$ cat src/rtl/add_err_monitor.sv
// Error-characterisation stage for an approximate adder: recomputes the exact
// sum of each accepted sample and accumulates SAE, WCE and error count over 2^LOG2_N samples.
module add_err_monitor #(
    parameter int W      = 16,
    parameter int LOG2_N = 16
) (
    input  logic              clk,
    input  logic              rst_n,
    input  logic              start,
    input  logic              in_valid,
    output logic              in_ready,
    input  logic [W-1:0]      in_a,
    input  logic [W-1:0]      in_b,
    input  logic [W:0]        in_o,
    output logic              res_valid,
    input  logic              res_ready,
    output logic [W+LOG2_N:0] res_sae,
    output logic [W:0]        res_wce,
    output logic [LOG2_N:0]   res_errcnt,
    output logic              busy
);

    typedef enum logic [1:0] {
        ST_IDLE  = 2'd0,
        ST_RUN   = 2'd1,
        ST_DRAIN = 2'd2,
        ST_DONE  = 2'd3
    } state_t;

    localparam logic [LOG2_N:0] N_SAMPLES = {1'b1, {LOG2_N{1'b0}}};
    localparam logic [LOG2_N:0] CNT_ONE   = {{LOG2_N{1'b0}}, 1'b1};

    // Absolute difference of two (W+1)-bit unsigned values.
    function automatic logic [W:0] abs_diff(input logic [W:0] x, input logic [W:0] y);
        logic [W:0] d;
        if (x > y) begin
            d = x - y;
        end else begin
            d = y - x;
        end
        return d;
    endfunction

    state_t            r_state;
    state_t            w_state_nxt;
    logic [LOG2_N:0]   r_cnt;
    logic              r_s1_valid;
    logic [W:0]        r_s1_err;
    logic [W+LOG2_N:0] r_sae;
    logic [W:0]        r_wce;
    logic [LOG2_N:0]   r_errcnt;

    logic              w_clear;
    logic              w_cnt_full;
    logic              w_xfer;
    logic [W:0]        w_exact;
    logic [W:0]        w_err;

    assign w_clear    = (r_state == ST_IDLE) && start;
    assign w_cnt_full = (r_cnt == N_SAMPLES);
    assign in_ready   = (r_state == ST_RUN) && !w_cnt_full;
    assign w_xfer     = in_valid && in_ready;
    assign w_exact    = {1'b0, in_a} + {1'b0, in_b};
    assign w_err      = abs_diff(w_exact, in_o);

    assign busy       = (r_state != ST_IDLE);
    assign res_valid  = (r_state == ST_DONE);
    assign res_sae    = r_sae;
    assign res_wce    = r_wce;
    assign res_errcnt = r_errcnt;

    // Window control: next-state selection.
    always_comb begin
        w_state_nxt = r_state;
        case (r_state)
            ST_IDLE: begin
                if (start) begin
                    w_state_nxt = ST_RUN;
                end else begin
                    w_state_nxt = ST_IDLE;
                end
            end
            ST_RUN: begin
                if (w_cnt_full) begin
                    w_state_nxt = ST_DRAIN;
                end else begin
                    w_state_nxt = ST_RUN;
                end
            end
            ST_DRAIN: begin
                w_state_nxt = ST_DONE;
            end
            ST_DONE: begin
                if (res_ready) begin
                    w_state_nxt = ST_IDLE;
                end else begin
                    w_state_nxt = ST_DONE;
                end
            end
            default: begin
                w_state_nxt = ST_IDLE;
            end
        endcase
    end

    // Window control: state register.
    always_ff @(posedge clk or negedge rst_n) begin
        if (!rst_n) begin
            r_state <= ST_IDLE;
        end else begin
            r_state <= w_state_nxt;
        end
    end

    // Accepted-sample counter and stage-1 error register.
    always_ff @(posedge clk or negedge rst_n) begin
        if (!rst_n) begin
            r_cnt      <= '0;
            r_s1_valid <= 1'b0;
            r_s1_err   <= '0;
        end else if (w_clear) begin
            r_cnt      <= '0;
            r_s1_valid <= 1'b0;
            r_s1_err   <= '0;
        end else begin
            r_s1_valid <= w_xfer;
            if (w_xfer) begin
                r_cnt    <= r_cnt + CNT_ONE;
                r_s1_err <= w_err;
            end
        end
    end

    // Stage-2 accumulators; results stay put after the window until the next start.
    always_ff @(posedge clk or negedge rst_n) begin
        if (!rst_n) begin
            r_sae    <= '0;
            r_wce    <= '0;
            r_errcnt <= '0;
        end else if (w_clear) begin
            r_sae    <= '0;
            r_wce    <= '0;
            r_errcnt <= '0;
        end else if (r_s1_valid) begin
            r_sae <= r_sae + {{LOG2_N{1'b0}}, r_s1_err};
            if (r_s1_err > r_wce) begin
                r_wce <= r_s1_err;
            end
            if (r_s1_err != '0) begin
                r_errcnt <= r_errcnt + CNT_ONE;
            end
        end
    end

endmodule

$ cat config.mk
export PLATFORM = sky130hd
export DESIGN_NAME = add_err_monitor
export DESIGN_NICKNAME = d
export VERILOG_FILES = /design/src/rtl/add_err_monitor.sv
export SDC_FILE = /design/constraint.sdc
export NUM_CORES = 1
export LEC_CHECK = 0
export ABC_AREA = 1
export CORE_MARGIN = 2
export CORE_UTILIZATION = 43
export CTS_CLUSTER_SIZE = 25
export DETAILED_ROUTE_END_ITERATION = 16
export PLACE_DENSITY = 0.71
export SLEW_MARGIN = 20
export SYNTH_ARGS = -nofsm -noshare
export SYNTH_HDL_FRONTEND = slang
export SYNTH_SLANG_ARGS = --single-unit
$ cat constraint.sdc
create_clock -name clk -period 2.35 [get_ports clk]
set_clock_uncertainty 0.15 [all_clocks]
set_input_delay 0.705 -clock clk [delete_from_list [all_inputs] [get_ports clk]]
set_output_delay 0.705 -clock clk [all_outputs]
set_load 0.01 [all_outputs]
## Word-level counts from Yosys, hierarchy flattened

Index checks and enable logic that the tools add are counted.

| word-level totals | value |
|---|---|
| bits in read-only memories | 0 |
| logic and storage cells | 50 |
| memory bits (writable) | 0 |
| bits in latches | 0 |
| memories kept | 0 |
| flip-flop bits (word level) | 104 |

| operators by class | value |
|---|---|
| bitwise logic cells | 0 |
| reductions and logical operators | 13 |
| shift operators | 0 |
| eq/ne operators | 4 |
| add/subtract/negate cells | 6 |
| divide/modulo/power cells | 0 |
| magnitude comparators | 2 |
| multiplexer cells | 18 |
| multipliers | 0 |

Operator list:

| operator | count |
|---|---|
| 17-bit two-way mux | 11 |
| 33-bit two-way mux | 2 |
| 17-bit by 1-bit adder with 17-bit output (second input constant) | 2 |
| 17-bit > comparator | 2 |
| 17-bit subtractor | 2 |
| 33-bit by 17-bit adder with 33-bit output | 1 |
| 16-bit by 16-bit adder with 17-bit output | 1 |
| 17-bit equality test (second input constant) | 1 |
| 17-bit nonzero test | 1 |
| 2-bit nonzero test | 5 |
| 2-bit one-hot mux with 4 select lines | 1 |
| 2-bit equality test (second input constant) | 2 |
| 2-bit two-way mux | 2 |
| 2-bit AND reduction | 2 |
| 1-bit logical AND | 3 |
| 2-bit by 1-bit equality test with 1-bit output (second input constant) | 1 |
| 2-bit logical NOT | 1 |
| 1-bit two-way mux | 2 |
| 1-bit logical NOT | 1 |

## Depth between registers and ports, before layout

| logic depth | value |
|---|---|
| depth in word-level cells | 6 |
| gate-level depth with buffers | 24 |

## Least setup slack after synthesis

No wires, ideal clock.

| path | value |
|---|---|
| kind | in2reg |
| from | input port in_a[0] |
| to | register r_s1_err[7] |
| setup slack | -1.204 ns |
| stages on the path | 21 |
| arrival time | 3.287 ns |
| required time | 2.083 ns |
| setup time | 0.117 ns |
| path through | ha_1 -> fa_1 -> nand3_1 -> nand2_1 -> nand3_1 -> nand2_1 -> nand3_1 -> nand2_1 -> xnor2_1 -> inv_1 -> ha_1 -> nand2_1 -> nor2_2 -> nand3_2 -> nand3_2 -> nand2_2 -> nand2_2 -> buf_4 -> nand3_1 -> nand3_1 -> nand2_1 |

| between the ends | value |
|---|---|
| longest elaborated chain between the ends | 5 |

Ends and longest elaborated chain:

| what | line | source |
|---|---|---|
| start, declared | 12 | `input logic [W-1:0] in_a,` |
| 16-bit by 16-bit adder with 17-bit output * | 63 | `assign w_exact = {1'b0, in_a} + {1'b0, in_b};` |
| 17-bit subtractor, or another cell as far along | 39 | `d = y - x;` |
| 17-bit two-way mux * | 36 | `if (x > y) begin` |
| 17-bit two-way mux * | 127 | `if (w_xfer) begin` |
| 17-bit two-way mux * | 121 | `end else if (w_clear) begin` |
| end signal, assigned | 129 | `r_s1_err <= w_err;` |
| end, declared | 48 | `logic [W:0] r_s1_err;` |

Every way passes the cells marked *; elsewhere a longest branch is shown, timed or not. The select of a mux whose other input is x is not followed.
A chain may end at the register's enable or synchronous reset.

## Final worst setup path

| path | value |
|---|---|
| from | input port in_b[2] |
| to | register r_s1_err[5] |

| between the ends | value |
|---|---|
| longest elaborated chain between the ends | 5 |

Ends and longest elaborated chain:

| what | line | source |
|---|---|---|
| start, declared | 13 | `input logic [W-1:0] in_b,` |
| 16-bit by 16-bit adder with 17-bit output * | 63 |  |
| 17-bit subtractor, or another cell as far along | 39 |  |
| 17-bit two-way mux * | 36 |  |
| 17-bit two-way mux * | 127 |  |
| 17-bit two-way mux * | 121 |  |

Marks and branches as above.

==> impl_metrics.py <==
metrics = {
    "sta": {
        "holdWs_ns": 0.116,
        "setup_violations": 17,
        "hold_violations": 0,
        "rsz0062_at_grt": "yes",
        "period_needed_ns": 3.28,
        "worstMarginPinSlew_ns": 0.529,
        "worst_slack_ns": -0.929,
        "finalMaxSlewViolations": 0,
        "fmax_mhz": 305,
        "timing.final.crit_share": 1.40,
        "slew_headroom": 0.647,
    },
    "clock_network": {
        "insertion_delay_ns": 0.36,
        "cts_max_level": 3,
        "cts_buffers": 9,
        "cts.sinks": 104,
        "clk_path_buf_depth": 2,
        "cts_hold_buf": 0,
        "cts_root_buf": "clkbuf_16",
        "cts_tree": "done",
        "clk_pin_slew_ns": 0.07,
    },
    "critical_path": {
        "start_kind": "input port",
        "critPathArrivalTime_ns": 3.43,
        "cp.required_ns": 2.50,
        "reg2reg_depth": 8,
        "worstSetupPathType": "in2reg",
        "startpoint": "in_b[2]",
        "rrSetupSlack_ns": 0.09,
        "rr_startpoint": "r_s1_err[16]$_DFFE_PN0P_",
        "critPathMaxFanout": 5,
        "worst_r2r_endpoint": "res_wce[11]$_DFFE_PN0P_",
        "worstSetupEndpointType": "flop",
    },
    "die": {
        "fp.dieW_um": 156,
        "die_area_um2": 24300,
        "die_y_um": 156,
        "io-pin-count": 124,
        "design.core.area_um2": 22600,
        "start_util": 0.438,
        "rows": 55,
    },
    "place": {
        "place_inst": 2105,
        "dp_hpwl_um": 23600,
        "gp_congestion": 0.966,
        "port_buffers": 123,
        "dp_slack_ns": -1.73,
    },
    "routing": {
        "drc": 0,
        "post_drt_wl_per_cell_um": 14.9,
        "wl_um": 32300,
        "ant_nets": 0,
        "num_vias": 11300,
        "drt-pass1-iter-count": 5,
        "drt-initial-drc-count": 706,
        "vias_per_cell": 5.19,
    },
    "yosys": {
        "synth.cell_area_um2": 9910,
        "synth_flop_cell": "dfrtp_1",
        "syn_nets": 1703,
        "netlist_instances": 1559,
        "synth_top_area_frac": 0.263,
        "ys_seq_elements": 104,
        "synth_area_leaders": "dfrtp_1 (26%), nand2_1 (20%), ha_1 (11%)",
        "ys_seq_area_frac": 0.263,
        "syn_area_per_cell_um2": 6.36,
        "synth_top_cell_by_area": "dfrtp_1",
        "yosysWarnings": 0,
        "synth_edf_count": 0,
        "async_reset_ff_frac": 1.00,
        "synthDistinctLibCells": 45,
    },
    "layout": {
        "syn_to_final_growth_pct": 47.9,
        "nets": 2020,
        "final_util": 0.647,
        "nFillCells": 1893,
        "drive_above_1_share": 0.244,
        "antennaDiodeCount": 0,
        "layout.cells.non_filler": 2166,
    },
    "hold_path": {
        "hold_class": "in2async",
    },
    "run_status": {
        "status": "complete, but fails checks",
        "violations": "negative setup slack",
    },
    "global_routing": {
        "grtUsageTotal": 0.258,
        "first_global_vias": 11100,
        "grt_max_degree": 45,
        "antenna_found_initial": 0,
        "grt_pass1_wl_um": 51200,
        "overflow": 0,
    },
    "job": {
        "drv_cap": 0,
    },
    "power": {
        "cellLeakagePower_nw": 7.46,
        "max-vdd-ir-drop_mv": 0.488,
        "pwr_density_cell_nw_per_um2": 961,
    },
}
[repair_timing]
item / 4_1_cts / 5_1_grt
buffers inserted: 25 / 15
pin swaps: 92 / 75
setup endpoints to repair: 20 / 53
gates resized for setup: 234 / 104
gates cloned: 2 / 5
[cell usage in the layout (no fill, tap or decap), types with 7 or more instances in the layout]
cell type | netlist | final
nand3_1 | 161 | 137
dfrtp_1 | 104 | 103
inv_2 | 7 | 14
o21ai_0 | 38 | 29
a21oi_2 | 2 | 18
inv_1 | 228 | 219
a21oi_4 | 0 | 10
nor3_1 | 23 | 22
nor2_4 | 3 | 11
buf_2 | 19 | 8
nor2_1 | 116 | 99
nand2_4 | 1 | 18
buf_6 | 1 | 16
buf_12 | 0 | 7
nand3_2 | 4 | 20
ha_1 | 86 | 58
dlygate4sd2_1 | 0 | 14
nor2_2 | 3 | 12
nand2_1 | 516 | 464
clkdlybuf4s50_1 | 0 | 90
nand3_4 | 0 | 8
buf_4 | 3 | 186
ha_4 | 0 | 26
nand4_1 | 40 | 40
a21oi_1 | 78 | 52
clkbuf_16 | 0 | 14
o21ai_1 | 19 | 22
nand2_2 | 7 | 38
xor2_1 | 40 | 35
[worst max-delay path by stage]
| stage | to | slack, ns | cells after the start |
|---|---|---|---|
| after floorplan | r_s1_err[10]$_DFFE_PN0P_ | -1.02 | 21 |
| after global placement | r_s1_err[12]$_DFFE_PN0P_ | -1.70 | 20 |
| after detailed placement | r_s1_err[16]$_DFFE_PN0P_ | -1.73 | 21 |
| after CTS | r_s1_err[8]$_DFFE_PN0P_ | -0.84 | 22 |
| after global routing | r_s1_err[14]$_DFFE_PN0P_ | -1.05 | 22 |
| final | r_s1_err[5]$_DFFE_PN0P_ | -0.93 | 20 |
[registers in the layout, indices dropped and copies added, names as in the netlist]
name        flops
r_cnt          17
r_s1_valid      1
res_errcnt     17
r_s1_err       17
r_state         2
res_sae        33
res_wce        17
[report_power, final]
group / leakage [nW] / switching [mW] / total [mW] / internal (mW)
sequential: 1.35 / 0.723 / 3.14 / 2.42
combinational: 5.97 / 5.33 / 9.42 / 4.10
clock: 0.142 / 0.760 / 1.51 / 0.749
total: 7.46 / 6.81 / 14.1 / 7.27
[critical path: stages]
cell,delay (ns)
buf_2,0.11
ha_4,0.29
nand2_1,0.11
o21a_1,0.23
o21ai_2,0.19
nand4_1,0.17
nand2_1,0.13
nand2_1,0.09
nand2_2,0.10
inv_2,0.05
ha_4,0.30
nand2_4,0.07
nor2_4,0.11
nand2_1,0.06
inv_2,0.11
nand3_4,0.18
buf_6,0.19
nand3_1,0.07
nand3_1,0.07
nand2_1,0.07
[area by class of cell]
type / instances / area [µm²] / area share
clock buffer: 10 / 229 / 0.0156
inverter: 236 / 893 / 0.0610
clock inverter: 6 / 62.6 / 0.00427
sequential: 104 / 2600 / 0.178
timing repair buffer: 335 / 3000 / 0.205
tap: 285 / 357 / 0.0243
multi-input combinational: 1190 / 7510 / 0.513
[metrics by stage]
stage	power, mW	setup TNS (ns)	instance area, µm²
floorplan	8.03	-15.88	9990
global placement	11.2	-27.43	12700
detailed placement	11.4	-28.42	12700
CTS	13.4	-13.10	14000
global route	15.2	-16.59	14700
finish	14.1	-14.51	14700
[kinds of logic after synthesis]
logic type	count (synthesis)	share of synthesized area
DFF	104	0.263
and+or+nand+nor	894	0.388
adders and majority gates	90	0.117
xor gates and xnor gates	45	0.0398
AOI/OAI and AO/OA	160	0.0880
buffers and inverters	266	0.105
[cells in the mapped netlist, types with 2 or more instances]
master	count
a21o_1	2
a21oi_1	78
a21oi_2	2
a22o_1	2
a31oi_1	2
and2_1	3
and3_1	2
buf_1	4
buf_2	19
buf_4	3
clkbuf_1	3
dfrtp_1	104
fa_1	4
ha_1	86
inv_1	228
inv_2	7
nand2_1	516
nand2_2	7
nand3_1	161
nand3_2	4
nand4_1	40
nor2_1	116
nor2_2	3
nor2_4	3
nor3_1	23
nor3_2	2
nor4_1	4
o21a_1	2
o21ai_0	38
o21ai_1	19
o21bai_1	6
o22ai_1	2
o31ai_1	4
or2_2	6
xnor2_1	5
xor2_1	40
[routing by layer]
layer / share of wire / GRT usage / vias up
met5: 0 / 0 / -
met4: 0.038 / 0.105 / 0
met3: 0.047 / 0.0289 / 86
met2: 0.50 / 0.471 / 360
met1: 0.41 / 0.308 / 5160
li1: - / - / 5645
(Power assumes the default switching activity.)
==> RTL edit (same flow settings) <==
Change the parameter `W` from 16 to 14.
--- a/src/rtl/add_err_monitor.sv
+++ b/src/rtl/add_err_monitor.sv
@@ -3,3 +3,3 @@
 module add_err_monitor #(
-    parameter int W      = 16,
+    parameter int W      = 14,
     parameter int LOG2_N = 16
Ports: changed (5 resized); port bits go from 124 to 114. No check against the original RTL was run, so the function may have changed too.
==> RTL edit against the original RTL <==
- area after synthesis down 8.8%
- routed wire length down 15%
- largest power group unchanged
- final area down 13%
- largest cell class unchanged
- clock power about the same
- sequential cell count down 6
- register-to-register slack better by 0.06 ns
- the run still ends with setup timing left
- setup slack worse by 0.083 ns
- power down 12%
==> RTL edit: results (changes against the original RTL) <==
[run_status]
status = finished with violations
violations = setup timing

[sta]
tightest_slew_ns = 0.658  ; +0.129 ns
fin_ws_ns = -1.01  ; -0.0827 ns
setup_viol = 15  ; -2

[routing]
routedWlPerCell_um = 14.3  ; -3.9%
wl_met3_mm = 1.25  ; -18%
drtIter0Drc = 557  ; -21%
drt-met1-wl_mm = 11.4  ; -14%
wl_mm = 27.4  ; -15%
viasPerCell = 5.17  ; -0.54%
dr_wl_met2_mm = 13.9  ; -15%

[global_route]
grt_max_degree = 64  ; +42%
use_met2_pct = 43.5  ; -3.6 points
grt_pass1_wl_mm = 44.2  ; -14%
grt_use_total_pct = 24.2  ; -1.6 points
met1_usage_pct = 29.7  ; -1.1 points
grt_use_met3_pct = 3.36  ; +0.48 points

[placement]
dpl_cell_area_um2 = 11400  ; -10%
preCtsSetupSlack_ns = -1.68  ; +0.0542 ns
place_congestion = 0.936  ; -3.1%
io_buffer_count = 113  ; -8.1%
hpwl_mm = 20.1  ; -15%

[cts]
post_cts_resized = 141  ; -40%
cts.sinks = 98  ; -5.8%
postCtsSetupBuffers = 16  ; -36%

[final_layout]
seq_area_share_pct = 19.3  ; +1.6 points
clk_share_pct = 2.37  ; +0.38 points
num-nets-final = 1762  ; -13%
largest_register_ff_count = 31  ; -6.1%
buffers = 272  ; -19%
layout.nonclk_buf_share_pct = 18.8  ; -1.6 points
inv_count = 206  ; -13%
final_util_pct = 60.9  ; -3.8 points
multiInputGateArea_um2 = 6390  ; -15%
drive_gt1_share_pct = 21.0  ; -3.4 points
multi_input_gates = 1047  ; -12%
fillCellCount = 1839  ; -2.9%

[logic_synthesis]
syn-num-nets = 1508  ; -11%
synthCells = 1380  ; -11%
ys_seq_area_share_pct = 27.1  ; +0.88 points
ys_top_cells_by_count = nand2_1 (419), inv_1 (194), nand3_1 (153), nor2_1 (99), dfrtp_1 (98)
synth.area.top_cells = dfrtp_1 (27%), nand2_1 (17%), ha_1 (11%), nand3_1 (8.5%), inv_1 (8.1%)

[worst_setup_path]
path_max_fanout = 7  ; +2
reg2reg_depth = 11  ; +3
crit_arrival_ns = 3.51  ; +0.08 ns
critPathMaxStageDelay_ns = 0.41  ; +0.11 ns
slowest_stage = ha_1

[power]
p_leak_nw = 6.47  ; -13%
p_sw_mw = 5.96  ; -12%

[floorplan]
die_w_um = 149  ; -4.4%

RTL edit: cell types whose count changed after synthesis, moves of 6 or more:
cell	change
buf_2	-11
ha_1	-10
nand2_1	-97
nor2_1	-17
buf_4	+6
a21oi_1	-11
o31ai_1	+7
nand2_2	+16
dfrtp_1	-6
xor2_1	-13
nand3_1	-8
inv_1	-34
o21ai_1	-15
RTL edit: path summary, 6_finish.rpt:
check,startpoint,end,slack (ns)
max,in_b[0],r_s1_err[1],-1.01
min,rst_n,res_sae[6],0.02
max reg2reg,r_s1_err[1],res_wce[1],0.15
min reg2reg,res_sae[11],res_sae[11],0.39
max in group asynchronous,rst_n,res_sae[28],1.49
min in group clk,res_sae[11],res_sae[11],0.39
RTL edit: logic make-up after synthesis:
kind of cell	Yosys count	share of synthesized area, %
AND/OR/NAND/NOR	789	38.5
XOR/XNOR	32	3.10
flip-flops	98	27.1
AO/OA/AOI/OAI	144	8.92
adder cells (fa/ha/maj)	80	11.4
buffers and inverters	237	10.9
